$ cat config.mk
export PLATFORM = sky130hd
export DESIGN_NAME = config_stream_loader
export DESIGN_NICKNAME = d
export VERILOG_FILES = /design/src/rtl/config_stream_loader.sv
export SDC_FILE = /design/constraint.sdc
export NUM_CORES = 1
export LEC_CHECK = 0
export CAP_MARGIN = 20
export CORE_MARGIN = 3
export CORE_UTILIZATION = 53
export CTS_CLUSTER_DIAMETER = 60
export DETAILED_ROUTE_END_ITERATION = 10
export PLACE_DENSITY = 0.9
export SLEW_MARGIN = 10
export SYNTH_ARGS = -nofsm -noshare
export SYNTH_HDL_FRONTEND = slang
export SYNTH_SLANG_ARGS = --single-unit
$ cat constraint.sdc
create_clock -name clk -period 10.7 [get_ports clk]
set_input_delay 1.07 -clock clk [delete_from_list [all_inputs] [get_ports clk]]
set_output_delay 1.07 -clock clk [all_outputs]
set_load 0.03 [all_outputs]
$ cat src/rtl/config_stream_loader.sv
// Configuration-bus initiator: parses a header/ADDR/DATA/checksum word stream
// and issues one-cycle config writes, each followed by a programmable quiet gap.
module config_stream_loader #(
  parameter logic [15:0] MAGIC      = 16'hC0F1,
  parameter int unsigned GAP_CYCLES = 2
) (
  input  logic        clk,
  input  logic        reset,
  input  logic        start,
  input  logic [31:0] in_data,
  input  logic        in_valid,
  output logic        in_ready,
  output logic [31:0] config_addr,
  output logic [31:0] config_data,
  output logic        config_write,
  output logic        busy,
  output logic        done,
  output logic        error,
  output logic [15:0] write_count
);

  typedef enum logic [2:0] {
    IDLE,
    HDR,
    ADDR,
    DATA,
    ISSUE,
    GAP,
    CHK
  } state_t;

  localparam logic [15:0] GAP_LOAD = (GAP_CYCLES > 0) ? 16'(GAP_CYCLES - 1) : '0;

  state_t      state;
  logic [15:0] n_pairs;
  logic [15:0] gap_cnt;
  logic [31:0] addr_hold;
  logic [31:0] csum;
  logic        last_pair;
  logic        xfer;

  assign in_ready     = (state == HDR) || (state == ADDR) || (state == DATA) || (state == CHK);
  assign busy         = (state != IDLE);
  assign config_write = (state == ISSUE);
  assign xfer         = in_valid && in_ready;

  always_ff @(posedge clk or posedge reset) begin
    if (reset) begin
      state       <= IDLE;
      n_pairs     <= '0;
      gap_cnt     <= '0;
      addr_hold   <= '0;
      csum        <= '0;
      last_pair   <= 1'b0;
      config_addr <= '0;
      config_data <= '0;
      done        <= 1'b0;
      error       <= 1'b0;
      write_count <= '0;
    end else begin
      case (state)
        IDLE: begin
          if (start) begin
            done        <= 1'b0;
            error       <= 1'b0;
            write_count <= '0;
            csum        <= '0;
            state       <= HDR;
          end
        end
        HDR: begin
          if (xfer) begin
            if (in_data[31:16] != MAGIC) begin
              error <= 1'b1;
              state <= IDLE;
            end else begin
              n_pairs <= in_data[15:0];
              state   <= (in_data[15:0] == 16'd0) ? CHK : ADDR;
            end
          end
        end
        ADDR: begin
          if (xfer) begin
            addr_hold <= in_data;
            csum      <= csum ^ in_data;
            state     <= DATA;
          end
        end
        DATA: begin
          if (xfer) begin
            csum        <= csum ^ in_data;
            config_addr <= addr_hold;
            config_data <= in_data;
            // Decided one cycle early so ISSUE/GAP can route without an adder.
            last_pair   <= (16'(write_count + 16'd1) == n_pairs);
            state       <= ISSUE;
          end
        end
        ISSUE: begin
          write_count <= write_count + 16'd1;
          if (GAP_CYCLES > 0) begin
            gap_cnt <= GAP_LOAD;
            state   <= GAP;
          end else begin
            state <= last_pair ? CHK : ADDR;
          end
        end
        GAP: begin
          if (gap_cnt == 16'd0) begin
            state <= last_pair ? CHK : ADDR;
          end else begin
            gap_cnt <= gap_cnt - 16'd1;
          end
        end
        CHK: begin
          if (xfer) begin
            if (in_data == csum) begin
              done <= 1'b1;
            end else begin
              error <= 1'b1;
            end
            state <= IDLE;
          end
        end
        default: state <= IDLE;
      endcase
    end
  end

endmodule

**Yosys cells after proc, flatten, opt, wreduce, memory -nomap -nowiden**

Cells that the tools add are included.
W data, S select, Z words.

- Bits of input ports: 36
- Flip-flop bits (word level): 182
- Logic and storage cells: 84
- Output and inout bits: 85

- Add/subtract/negate cells: 2
- Bitwise gates (word level): 2
- Multiplexer cells: 26
- Eq/ne operators: 20
- Reductions and logical operators: 23

Operator list:

| operator | number |
|---|---|
| $mux W32 | 2 |
| $pmux W16 S2 | 2 |
| $pmux W32 S2 | 1 |
| $eq A32 B32 Y1 | 1 |
| $logic_not A16 Y1 | 2 |
| $mux W16 | 2 |
| $xor A32 B32 Y32 | 1 |
| $mux W3 | 9 |
| $pmux W3 S7 | 1 |
| $add A16 B1 Y16 const B | 1 |
| $eq A16 B16 Y1 | 1 |
| $ne A16 B16 Y1 const B | 1 |
| $ne A2 B2 Y1 const B | 8 |
| $sub A16 B1 Y16 const B | 1 |
| $reduce_and A6 Y1 | 2 |
| $eq A3 B3 Y1 const B | 3 |
| $reduce_and A2 Y1 | 4 |
| $reduce_bool A2 Y1 | 4 |
| $mux W1 | 7 |
| $eq A3 B2 Y1 const B | 2 |
| $ne A2 B1 Y1 const B | 3 |
| $reduce_and A3 Y1 | 2 |
| $reduce_bool A3 Y1 | 2 |
| $reduce_and A4 Y1 | 1 |
| 8 further kinds | 10 |

**Depth between registers and ports, before layout**

Gate-level depths: netlist (run 1).

- Depth after elaboration: 7
- Depth in mapped cells: 8
- Mapped depth without buffers: 7

**Least setup slack after synthesis (run 1)**

No wires, ideal clock.

- Kind: input -> register
- Start: input in_data[26]
- End: register n_pairs[0]
- Buffers on the path: 1
- Setup time: 0.128 ns
- Cell stages on the path: 6
- Required time: 10.572 ns
- Arrival time: 2.680 ns
- Setup slack: 7.892 ns
- Cells stage by stage: or4_1 nor3_1 nand3_1 nor2_4 buf_4 mux2_1

- Cells in the longest elaborated chain, start to end: 3

RTL lines:

| item | RTL line | text |
|---|---|---|
| start: declaration | 10 | `input logic [31:0] in_data,` |
| $ne A16 B16 Y1 | 73 | `if (in_data[31:16] != MAGIC) begin` |
| $not A1 Y1 (no line) | -- |  |
| $reduce_and A3 Y1 (no line) | -- |  |
| end signal: assignment | 77 | `n_pairs <= in_data[15:0];` |
| end: declaration | 35 | `logic [15:0] n_pairs;` |

No other way between the ends.
A chain may end at the register's enable or synchronous reset.

**Final worst setup path (run 1)**

- Start: register state[1]
- End: output config_write

- Cells in the longest elaborated chain, start to end: 1

RTL lines:

| item | RTL line | text |
|---|---|---|
| start: declaration | 34 | `state_t state;` |
| start signal: assignment | 78 | `state <= (in_data[15:0] == 16'd0) ? CHK : ADDR;` |
| start signal: assignment | 105 | `state <= last_pair ? CHK : ADDR;` |
| start signal: assignment | 110 | `state <= last_pair ? CHK : ADDR;` |
| $eq A3 B3 Y1 | 44 | `assign config_write = (state == ISSUE);` |
| end: declaration | 15 | `output logic config_write,` |

No other way between the ends.

==> reports/qor.yml, run 1 <==
final_layout:
  drive_gt1_share_pct: 15.8
  diodes: 0
  regArea_mm2: 0.00455
  fillers: 1117
  fin_area_mm2: 0.0106
  multiInputGateArea_mm2: 0.00382
  area_delta_synth_final_pct: 22.9
  fin_nets: 932
  utilization_pct: 68.0
detailed_routing:
  dr_wl_met3_um: 1480
  detail_route.vias_per_cell: 5.82
  final_antenna_net_count: 0
  drc: 0
  met1Wirelength_um: 8570
  wl_met2_um: 9460
  wl_um: 19700
  vias: 6500
  drt_first_pass_iters: 5
  drtIter0Drc: 631
  highest_layer: "met4"
  routedWlPerCell_um: 17.7
logic_synthesis:
  synth_ff_type: "dfrtp_1"
  syn_inst: 788
  synth_fa_ha_area_share_pct: 0.437
  syn_avg_cell_area_um2: 10.9
  synth-seq-cells: 182
  yosysTopAreaCellShare_pct: 53.0
  synth-edff-count: 0
  syn-num-nets: 827
  synth_top_family_by_area: "simple AND/OR/NAND/NOR gates"
  ys_top_cells_by_area: "dfrtp_1, mux2_2, o21ai_0"
  synth_xor_area_share_pct: 4.69
  synthArstFlopShare_pct: 100
  synthMuxAreaShare_pct: 14.2
  ys_types: 63
  syn-cell-area_mm2: 0.00860
  synth_compound_area_share_pct: 10.3
  yosysTopAreaCell: "dfrtp_1"
  yosys.area_share.simple_pct: 14.7
  seq_area_frac_synth_pct: 53.0
  ys_warn_count: 0
critical_path:
  cp_data_required_time_ns: 9.63
  timing.rr.start: "state[2]"
  end_kind: "output pin"
  worstPathArrival_ns: 3.45
  crit_fanout: 27
  critPathLaunchType: "flip-flop"
  critical_path_class: "reg -> out"
  r2r_setup_slack_ns: 7.87
  worst_r2r_path_depth: 6
  reg2reg_to: "last_pair"
global_route:
  grt_pass1_vias: 6185
  gr-total-overflow: 0
  grt_usage_pct: 22.8
  antenna_found_initial: 0
  grt_max_degree: 108
  grt_first_pass_wirelength_um: 32500
floorplanning:
  fp.dieArea_mm2: 0.0178
  io_pins: 121
  die_w_um: 133
  core_area_mm2: 0.0155
  rows: 45
  start_util_pct: 55.3
  die_h_um: 133
timing:
  min_period_ns: 4.52
  rsz0062_at_grt: "no"
  hold_ws_ns: 0.496
  slew_headroom_pct: 28.3
  hold_viol_final: 0
  setup_viol: 0
  fin_crit_sh_pct: 42.3
  fmax_ghz: 0.221
  slew_viol_final: 0
  final.setup_skew_ns: 0.00928
  tns_ns: 0
  worst_pin_slew_ns: 1.07
hold_path:
  hold_path.class: "reg -> reg"
  holdPathStages: 2
  hp-start: "csum[19]"
  hold_end: "csum[19]"
clocking:
  cts_tree: "built"
  clk_path_buf_depth: 2
  cts_buffers: 17
  clk_latency_ns: 0.43
  clk_pin_slew_ns: 0.07
  cts-root-buf: "clkbuf_16"
  cts.repair.resized: 0
  postCtsSetupBuffers: 0
  clock_sinks: 182
  cts-hold-fix-buffers: 0
  htreeDepth: 4
power:
  p_int_uw: 1870
  p_seq_share_pct: 37.9
  p_clk_share_pct: 21.8
  pwr-share-comb_pct: 40.3
  p_leak_uw: 0.00446
  pwr_density_cell_mw_per_mm2: 283
  ir_worst_vdd_mv: 0.200
  p_sw_uw: 1110
  swShare_pct: 37.3
outcome:
  status: "complete, no violations"
placed_design:
  place_congestion: 0.864
  placed_area_mm2: 0.00993
  portBuffers: 120
  detailed_place_hpwl_um: 13000
run:
  drv_cap: 0
[worst max path at each step]
| stage | startpoint | to | slack, ns |
|---|---|---|---|
| after global placement | state[1] | config_write | 6.77 |
| final | state[1] | config_write | 6.18 |
| after CTS | state[1] | config_write | 6.21 |
| after floorplan | reset | addr_hold[0] | 4.69 |
| after detailed placement | state[1] | config_write | 6.69 |
| after global routing | state[1] | config_write | 5.90 |
[worst max-delay path: stages (launching register included)]
cell,delay (ns)
dfrtp_1,0.60
nor2_1,0.15
nand2_1,0.59
clkinv_1,0.86
clkdlybuf4s50_1,0.81
[power groups by stage]
| stage | clock (uW) | sequential (uW) | combinational [uW] |
|---|---|---|---|
| 2_1_floorplan | 0 | 1340 | 556 |
| 3_3_place_gp | 0 | 1120 | 1160 |
| 3_5_place_dp | 0 | 1140 | 1190 |
| 4_1_cts | 658 | 1130 | 1200 |
| 5_1_grt | 688 | 1170 | 1300 |
| 6_report | 650 | 1130 | 1200 |
[layer usage]
metal | global-route usage, % | vias up
met2 | 36.8 | 240
li1 | - | 3009
met5 | 0 | -
met1 | 31.4 | 3226
met4 | 4.63 | 0
met3 | 6.16 | 25
[synthesized netlist by cell type, drive strengths merged, types with 16 or more instances]
cell type    n
clkbuf      28
dfrtp      182
inv         16
mux2       107
nand2       79
nand2b      28
nand4       18
nor2        43
o21ai       99
xnor2       31
[cell usage in the layout, fill, tap and decap left out, drive strengths merged, types with 18 or more instances in the layout]
cell type and n:
dfrtp 182, inv 21, nand2 79, o21ai 99
xnor2 31, clkdlybuf4s50 120, clkbuf 18, nor2 43
mux2 107, nand4 18, nand2b 28
[logic make-up (layout without fill, tap and decap cells)]
family                   Yosys count  in the layout
AND/OR/NAND/NOR                  245            245
AO/OA/AOI/OAI                    147            147
flip-flops                       182            182
multiplexers                     109            109
adder cells (fa/ha/maj)            3              3
buffers and inverters             56            173
XOR/XNOR                          46             46
[sequential cells by signal (all words and copies together), names as in the netlist]
register / flops
error: 1
gap_cnt: 16
last_pair: 1
write_count: 16
config_addr: 32
csum: 32
config_data: 32
n_pairs: 16
done: 1
addr_hold: 32
state: 3
[layout make-up]
type / count / share of cell area (%)
inverter: 17 / 0.652
clock buffer: 18 / 4.16
timing repair buffer: 125 / 11.8
tap: 211 / 2.50
clock inverter: 13 / 1.59
sequential: 182 / 43.1
multi-input combinational: 550 / 36.2
[through the flow]
stage,cells,setup slack (ns),power (uW)
after CTS,1114,6.21,2990
after global placement,1083,6.77,2290
after detailed placement,1083,6.69,2330
final,1116,6.18,2990
after floorplan,788,4.69,1890
after global routing,1116,5.90,3150
No activity file was read; power rests on OpenSTA's default activity.
==> run 2: changes to the inputs <==
==> constraint.sdc (replaced) <==
create_clock -name clk -period 4.3 [get_ports clk]
set_input_delay 0.43 -clock clk [delete_from_list [all_inputs] [get_ports clk]]
set_output_delay 0.43 -clock clk [all_outputs]
set_load 0.03 [all_outputs]
==> reports/qor.yml, run 2 (same netlist as run 1, synthesis figures left out) <==
final_layout:
  mostFrequentLayoutCells: "dfrtp_1, clkdlybuf4s50_1, o21ai_0, mux2_2, nand2_1"  # unchanged
  diodes: 0  # unchanged
  final_common_cell: "dfrtp_1"  # unchanged
  fin_nets: 936  # was 932
  area_delta_synth_final_pct: 23.7  # was 22.9%
  final_cells: 1121  # was 1116
  drive_gt1_share_pct: 16.2  # was 15.8%
critical_path:
  max_stage_delay_ns: 0.76  # was 0.86 ns
  r2r_setup_slack_ns: 1.46  # was 7.87 ns
  crit_family: "buffers and inverters"  # unchanged
  slowest_stage: "dfrtp_1"  # was clkinv_1
  path_cells: "nand2_1 -> clkinv_1 -> clkdlybuf4s50_1"  # was nor2_1 -> nand2_1 -> clkinv_1 -> clkdlybuf4s50_1
  end_kind: "output pin"  # unchanged
  crit_fanout: 21  # was 27
  cp_data_required_time_ns: 3.87  # was 9.63 ns
  worstPathArrival_ns: 2.73  # was 3.45 ns
  crit_buf_inv: 2  # unchanged
  critical_path_class: "reg -> out"  # unchanged
  critPathLaunchType: "flip-flop"  # unchanged
floorplanning:
  start_util_pct: 55.3  # unchanged
  die_h_um: 133  # unchanged
  core_area_mm2: 0.0155  # unchanged
  die_w_um: 133  # unchanged
  rows: 45  # unchanged
  fp.dieArea_mm2: 0.0178  # unchanged
  io_pins: 121  # unchanged
timing:
  final.setup_skew_ns: 0.00959  # was 0.00928 ns
  setup_viol: 0  # unchanged
  min_period_ns: 3.16
  tns_ns: 0  # unchanged
  worst_pin_slew_ns: 0.964  # was 1.07 ns
  rsz0062_at_grt: "no"  # unchanged
  slew_headroom_pct: 35.8  # was 28.3%
  hold_viol_final: 0  # unchanged
  slew_viol_final: 0  # unchanged
  fin_crit_sh_pct: 73.4
  fmax_ghz: 0.317
detailed_routing:
  vias: 6515  # was 6500
  final_antenna_net_count: 0  # unchanged
  drtIter0Drc: 548  # was 631
  drt_first_pass_iters: 5  # unchanged
  detail_route.vias_per_cell: 5.81  # was 5.82
  drc: 0  # unchanged
  routedWlPerCell_um: 17.9  # was 17.7 um
  wl_um: 20000  # was 19700 um
global_route:
  grt_usage_pct: 23.6  # was 22.8%
  grt_pass1_vias: 6720  # was 6185
  antenna_found_initial: 0  # unchanged
  gr-total-overflow: 0  # unchanged
  grt_first_pass_wirelength_um: 34100  # was 32500 um
  grt_max_degree: 107  # was 108
clocking:
  cts-root-buf: "clkbuf_16"  # unchanged
  cts_tree: "built"  # unchanged
  clock_sinks: 182  # unchanged
  cts_buffers: 17  # unchanged
  clk_latency_ns: 0.44  # was 0.43 ns
  cts.repair.resized: 0  # unchanged
  cts-hold-fix-buffers: 0  # unchanged
  clk_pin_slew_ns: 0.07  # about the same
  clk_path_buf_depth: 2  # unchanged
  htreeDepth: 4  # unchanged
  postCtsSetupBuffers: 0  # unchanged
power:
  pwr_density_cell_mw_per_mm2: 709  # was 283 mW/mm2
  ir_worst_vdd_mv: 0.520  # was 0.200 mV
  p_leak_uw: 0.00449  # was 0.00446 uW
run:
  drv_cap: 0  # unchanged
outcome:
  status: "complete, no violations"  # unchanged
placed_design:
  place_congestion: 0.869  # was 0.864
  portBuffers: 120  # unchanged
  detailed_place_hpwl_um: 13400  # was 13000 um
  placed_cells: 1088  # was 1083
hold_path:
  hold_path.class: "in -> async"  # was reg -> reg
## run 2: changes by cell type in the layout (fill, tap and decap cells not counted), sizes merged
cell,delta
inv,-5
clkinvlp,+1
bufinv,+2
clkinv,+2
buf,+4
clkbuf,+1
## run 2: tightest hold or removal path, cell delays in order
cell	delay [ns]
clkdlybuf4s50_1	0.44
clkinvlp_4	0.11
buf_12	0.40
## run 2: layout make-up
class	count	area, um2
clock buffer	19	443
clock inverter	13	203
fill	1132	4900
inverter	17	67.6
multi-input combinational	550	3820
sequential	182	4550
tap	211	264
timing repair buffer	129	1280
## run 2: layer usage
layer / up-vias / track usage, % / routed length, um
li1: 2995 / - / -
met1: 3284 / 32.1 / 8890
met2: 199 / 37.6 / 9570
met3: 37 / 5.55 / 1160
met5: - / 0 / 0
met4: 0 / 8.40 / 401
## run 2: path summary, 6_finish.rpt
kind | start | endpoint | depth (start not counted)
min | reset | addr_hold[0] | 3
min reg2reg | csum[19] | csum[19] | 2
min in group clk | csum[19] | csum[19] | 2
max | state[2] | config_write | 3
max in group asynchronous | reset | write_count[15] | 3
max reg2reg | state[2] | last_pair | 6
## run 2: power breakdown
part	leakage, uW	total [uW]	switching (uW)	internal, uW
combinational	0.00187	2990	1640	1360
sequential	0.00231	2830	463	2370
clock	0.000313	1710	664	1050
## run 2: per-stage QoR
step           setup slack (ns)  total power, uW  util (%)  area (um2)  hold WS (ns)
2_1_floorplan              1.53             4720         -        8600         0.454
3_3_place_gp               1.21             5710      64.2        9980         0.464
3_5_place_dp               1.15             5830      64.2        9980         0.472
4_1_cts                    1.16             7570      68.4       10600         0.502
5_1_grt                   0.981             7950      68.4       10600         0.520
6_report                   1.14             7540      68.4       10600         0.493
